==> config.mk <==
export PLATFORM = sky130hd
export DESIGN_NAME = wb_write_arbiter
export DESIGN_NICKNAME = d
export VERILOG_FILES = /design/src/rtl/wb_write_arbiter.sv
export SDC_FILE = /design/constraint.sdc
export NUM_CORES = 1
export LEC_CHECK = 0
export ABC_AREA = 0
export ABC_CLOCK_PERIOD_IN_PS = 2600
export BUFFER_PORTS_ARGS = -buffer_cell sky130_fd_sc_hd__buf_2
export CAP_MARGIN = 10
export CELL_PAD_IN_SITES_DETAIL_PLACEMENT = 1
export CELL_PAD_IN_SITES_GLOBAL_PLACEMENT = 1
export CORE_MARGIN = 2
export CORE_UTILIZATION = 33
export CTS_BUF_LIST = sky130_fd_sc_hd__clkbuf_8
export DETAILED_ROUTE_END_ITERATION = 7
export HOLD_SLACK_MARGIN = 0.15
export PLACE_DENSITY_LB_ADDON = 0.1
export SLEW_MARGIN = 20
export SYNTH_ARGS = -nofsm -noshare
export SYNTH_HDL_FRONTEND = slang
export SYNTH_SLANG_ARGS = --single-unit
==> constraint.sdc <==
create_clock -name clk -period 2.6 [get_ports clk]
set_clock_uncertainty 0.05 [all_clocks]
set_input_delay 0.39 -clock clk [delete_from_list [all_inputs] [get_ports clk]]
set_output_delay 0.39 -clock clk [all_outputs]
set_load 0.05 [all_outputs]
==> src/rtl/wb_write_arbiter.sv <==
// wb_write_arbiter
// Shares the register-file write port between the WriteBack stage (highest
// priority), a multiply/divide unit and the IO load path. The two secondary
// requesters use valid/ready handshakes and are served round-robin whenever
// the pipeline leaves a bubble. The Rf* outputs are registered, so a grant in
// cycle N is written in cycle N+1.
//
// Build option: define WB_STARVE_GUARD_EN to enable the starvation guard.
// When a secondary has waited STARVE_MAX cycles, the guard forces a one-cycle
// STEAL slot that stalls the pipeline. Without the macro, secondaries are only
// served in bubbles and PipeStall is tied low.

module wb_write_arbiter #(
  parameter int AW           = 4,
  parameter int DW           = 32,
  parameter int STARVE_MAX   = 8,
  parameter int ZERO_DISCARD = 0
) (
  input  logic          clk,
  input  logic          rst_n,
  input  logic          PipeWe,
  input  logic [AW-1:0] PipeRd,
  input  logic [DW-1:0] PipeData,
  input  logic          MdValid,
  input  logic [AW-1:0] MdRd,
  input  logic [DW-1:0] MdData,
  output logic          MdReady,
  input  logic          IoValid,
  input  logic [AW-1:0] IoRd,
  input  logic [DW-1:0] IoData,
  output logic          IoReady,
  output logic          RfWe,
  output logic [AW-1:0] RfAddr,
  output logic [DW-1:0] RfData,
  output logic [1:0]    RfSrc,
  output logic          PipeStall
);

  typedef enum logic [1:0] {
    SRC_PIPE = 2'b00,
    SRC_MD   = 2'b01,
    SRC_IO   = 2'b10,
    SRC_NONE = 2'b11
  } src_e;

  // Reject an out-of-range starvation limit at elaboration time.
  if (STARVE_MAX < 1 || STARVE_MAX > 255) begin : g_bad_starve_max
    $error("wb_write_arbiter: STARVE_MAX must be in 1..255");
  end

  logic steal;      // this cycle is a forced steal slot
  logic rr_io;      // round-robin pointer: 0 = MD wins a tie, 1 = IO wins
  logic pipe_go;
  logic md_go;
  logic io_go;

  logic          wr_go;
  logic          wr_keep;
  logic [AW-1:0] wr_addr;
  logic [DW-1:0] wr_data;
  src_e          wr_src;

`ifdef WB_STARVE_GUARD_EN
  typedef enum logic {
    NORMAL = 1'b0,
    STEAL  = 1'b1
  } state_e;

  localparam logic [7:0] STARVE_LIM = 8'(STARVE_MAX);

  state_e     state;
  logic [7:0] wait_cnt;
  logic       waiting;

  assign steal   = (state == STEAL);
  assign waiting = (MdValid | IoValid) & ~md_go & ~io_go;

  // Starvation guard: count consecutive cycles in which a secondary waits
  // unserved; the cycle that brings the count to STARVE_MAX also arms STEAL,
  // so the steal slot follows exactly STARVE_MAX waiting cycles.
  // NOTE: sequential state is assigned with non-blocking (<=) so every
  // register samples the pre-edge values, independent of statement order.
  always_ff @(posedge clk or negedge rst_n) begin
    if (!rst_n) begin
      state    <= NORMAL;
      wait_cnt <= '0;
    end else begin
      case (state)
        NORMAL: begin
          if (!waiting) begin
            wait_cnt <= '0;
          end else if (wait_cnt >= STARVE_LIM - 8'd1) begin
            wait_cnt <= STARVE_LIM;
            state    <= STEAL;
          end else begin
            wait_cnt <= wait_cnt + 8'd1;
          end
        end
        STEAL: begin
          wait_cnt <= '0;
          state    <= NORMAL;
        end
        default: begin
          wait_cnt <= '0;
          state    <= NORMAL;
        end
      endcase
    end
  end
`else
  assign steal = 1'b0;
`endif

  // Grant selection: the pipe wins unless this is a steal slot; otherwise the
  // valid secondary wins, with the round-robin pointer breaking ties.
  // NOTE: every output of a combinational block gets a default first, so no
  // path through the branches leaves a signal unassigned and infers a latch.
  always_comb begin
    pipe_go = 1'b0;
    md_go   = 1'b0;
    io_go   = 1'b0;
    if (!steal && PipeWe) begin
      pipe_go = 1'b1;
    end else if (MdValid && IoValid) begin
      if (rr_io) io_go = 1'b1;
      else       md_go = 1'b1;
    end else if (MdValid) begin
      md_go = 1'b1;
    end else if (IoValid) begin
      io_go = 1'b1;
    end
  end

  // Ready is gated by rst_n so a grant vanishes the instant reset asserts.
  assign MdReady   = rst_n & md_go;
  assign IoReady   = rst_n & io_go;
  assign PipeStall = steal;

  // Write-port mux for the winning source.
  always_comb begin
    wr_go   = 1'b0;
    wr_addr = '0;
    wr_data = '0;
    wr_src  = SRC_NONE;
    if (pipe_go) begin
      wr_go   = 1'b1;
      wr_addr = PipeRd;
      wr_data = PipeData;
      wr_src  = SRC_PIPE;
    end else if (md_go) begin
      wr_go   = 1'b1;
      wr_addr = MdRd;
      wr_data = MdData;
      wr_src  = SRC_MD;
    end else if (io_go) begin
      wr_go   = 1'b1;
      wr_addr = IoRd;
      wr_data = IoData;
      wr_src  = SRC_IO;
    end
  end

  // A handshake to r0 still completes, but the write itself is dropped.
  assign wr_keep = wr_go && !((ZERO_DISCARD != 0) && (wr_addr == '0));

  // Round-robin pointer: after a secondary grant, the other requester wins the next tie.
  always_ff @(posedge clk or negedge rst_n) begin
    if (!rst_n) begin
      rr_io <= 1'b0;
    end else if (md_go) begin
      rr_io <= 1'b1;
    end else if (io_go) begin
      rr_io <= 1'b0;
    end
  end

  // Registered register-file port; address/data hold when nothing is written.
  always_ff @(posedge clk or negedge rst_n) begin
    if (!rst_n) begin
      RfWe   <= 1'b0;
      RfAddr <= '0;
      RfData <= '0;
      RfSrc  <= SRC_NONE;
    end else begin
      RfWe  <= wr_keep;
      RfSrc <= wr_keep ? wr_src : SRC_NONE;
      if (wr_keep) begin
        RfAddr <= wr_addr;
        RfData <= wr_data;
      end
    end
  end

endmodule

==> flow_metrics.tcl <==
set metrics [dict create \
    hpwlAfterDp_um 5330 \
    wl_um 7510 \
    post_cts_resized 0 \
    path_clk_slew_ns 0.08 \
    period_share_pct 84.7 \
    cp_cell_sequence "nand2_4 -> and3_4 -> and2_1 -> buf_2" \
    yosys_warnings 0 \
    synth_area_leaders "dfrtp_1, a221o_1, a22o_1" \
    timing.rr.start "rr_io$_DFFE_PN0P_" \
    drc_errors 0 \
    cts_setup_buffers 0 \
    p_switching_uw 672 \
    cp_slowest_cell "and3_4" \
    cp.required_ns 2.16 \
    tritoncts "yes" \
    die_w_um 86.0 \
    drv_cap 0 \
    clock_sinks 40 \
    power.leakage_nw 1.55 \
    dieArea_sq_um 7400 \
    cts_buffer_depth 2 \
    drt_iter0_markers 72 \
    drt_first_pass_iters 4 \
    worst_slack_ns 0.398 \
    final_nets 457 \
    syn_to_final_growth_pct 38.2 \
    fin_util_pct 47.8 \
    crit_path_max_incr_delay_ns 0.45 \
    power.density_nw_per_um2 585 \
    synth_area_sq_um 2220 \
    detail-route-antenna-nets 0 \
    vdd_ir_drop_max_mv 0.199 \
    diodes 0 \
    holdWs_ns 0.260 \
    io_buffers 153 \
    core_sq_um 6420 \
    synthDominantCellAreaShare_pct 42.8 \
    status "finished, final reports clean" \
    syn_avg_cell_area_sq_um 11.2 \
    drt-vias-per-instance 5.38 \
    post-place-ws_ns 0.478 \
    dp.cells 413 \
    power_frac_comb_pct 36.1 \
    max_slew_margin_pct 54.3 \
    grt_max_degree 69 \
    htree_levels 2 \
    rows 29 \
    ys_seq_area_share_pct 45.2 \
    critPathTopFamily "simple AND/OR/NAND/NOR gates" \
    io_pins 155 \
    vias 2272 \
    cts-root-buf "clkbuf_8" \
    critical_path.startpoint_type "flip-flop" \
    sw_frac_of_total_pct 37.5 \
    tightest_slew_ns 0.686 \
    arrival_ns 1.76 \
    antenna_found_initial 0 \
    finalNonFillerCells 422 \
    min_path_type "in -> reg" \
    startpoint "rr_io$_DFFE_PN0P_" \
    path_class "reg -> out" \
    fill_cells 779 \
    start_util_pct 34.6 \
    setup_violations 0 \
    hold_viol 0 \
    p_int_mw 1.12 \
    hp-start "PipeData[2]" \
    crit_fanout 30 \
    grt_pass1_wl_um 11900 \
    die_h_um 86.0 \
    drive_gt1_share_pct 50.7 \
    wl_per_cell_um 17.8 \
    grt_usage_pct 20.3 \
    rsz0062_at_grt "false" \
    p_seq_share_pct 40.4 \
    syn_inst 198 \
    clockPowerShare_pct 23.6 \
    path_buf_inv 1 \
    crit_path_end_kind "primary output" \
    finalSetupTns_ns 0 \
    numCtsBuffers 5 \
    gp_congestion 0.796 \
    fin_crit_ns 2.20 \
    yosysUniqueCellTypes 26 \
    ys_ff_latch 40 \
    synth_top_area_cell "dfrtp_1" \
    insertion_delay_ns 0.29 \
    final-max-slew-violation-count 0 \
    gr-total-overflow 0 \
    ctsHoldBuffers 1 \
    fmax_mhz 454 \
    synth_nets 311 \
    grt_pass1_vias 2349 \
]
==> synthesized netlist by cell type <==
library cell,number
a211oi_1,7
a21bo_2,1
a21oi_1,2
a221o_1,29
a22o_1,29
and2_1,2
and2b_1,2
and2b_4,2
and3_4,1
buf_2,9
buf_4,4
buf_6,7
conb_1,1
dfrtp_1,38
dfstp_2,2
inv_2,1
nand2_1,9
nand2_4,1
nand2b_1,1
nand2b_2,1
nor2_1,1
nor2b_1,32
nor2b_4,1
o21ai_0,1
o21ai_1,7
o221ai_1,7
==> worst min-delay path: stages <==
cell	delay, ns
buf_2	0.07
nand2_1	0.04
o21ai_1	0.06
==> per-layer routing <==
metal	vias to the layer above	routed length, um	global-route usage [%]
li1	1065	-	-
met1	1096	3400	27.6
met2	103	3480	33.6
met3	8	560	4.23
met4	0	63	3.46
met5	-	0	0
==> area by class of cell <==
| type | count | area, sq um | area share (%) |
|---|---|---|---|
| clock inverter | 2 | 7.51 | 0.245 |
| inverter | 1 | 3.75 | 0.122 |
| timing repair buffer | 159 | 813 | 26.5 |
| multi-input combinational | 137 | 1060 | 34.6 |
| clock buffer | 6 | 82.6 | 2.69 |
| tap | 77 | 96.3 | 3.14 |
| sequential | 40 | 1000 | 32.7 |
==> cells by family (layout without fill, tap and decap cells) <==
family / Yosys count / in the layout / share of synthesized area, %
compound gates: 83 / 83 / 32.4
simple gates: 53 / 53 / 15.2
flops: 40 / 40 / 45.2
buf+inv: 21 / 168 / 7.10
other cells: 1 / 1 / 0.169
==> sequential cells by signal, summed over array words and instances (netlist names) <==
name and count:
rr_io 1, RfAddr 4, RfData 32, RfWe 1, RfSrc 2
==> placed cells by master, fill, tap and decap left out, types with 6 or more instances in the layout <==
master / instances
a211oi_1: 7
a22o_1: 29
nor2b_1: 32
clkbuf_8: 6
a221o_1: 29
o21ai_1: 7
dfrtp_1: 38
buf_2: 153
nand2_1: 9
o221ai_1: 7
==> final timing paths <==
path | to | slack (ns) | cells after the start
max | MdReady | 0.40 | 4
max reg2reg | RfData[4]$_DFFE_PN0P_ | 0.99 | 4
min | RfData[2]$_DFFE_PN0P_ | 0.26 | 3
min in group asynchronous | RfData[10]$_DFFE_PN0P_ | 0.47 | 2
max in group asynchronous | RfSrc[0]$_DFF_PN1_ | 1.28 | 3
min reg2reg | rr_io$_DFFE_PN0P_ | 0.56 | 2
==> stage by stage <==
| stage | instance area (sq um) | power [mW] |
|---|---|---|
| 3_5_place_dp | 2970 | 1.39 |
| 6_report | 3070 | 1.79 |
| 2_1_floorplan | 2220 | 1.18 |
| 3_3_place_gp | 2970 | 1.38 |
| 5_1_grt | 3070 | 1.90 |
| 4_1_cts | 3070 | 1.82 |
==> power groups by stage <==
stage / logic, mW / clock network, mW / registers [mW]
3_3_place_gp: 0.643 / 0 / 0.736
5_1_grt: 0.691 / 0.472 / 0.734
6_report: 0.647 / 0.423 / 0.724
4_1_cts: 0.652 / 0.438 / 0.725
3_5_place_dp: 0.649 / 0 / 0.736
2_1_floorplan: 0.217 / 0 / 0.964
No activity file was read; power rests on OpenSTA's default activity.
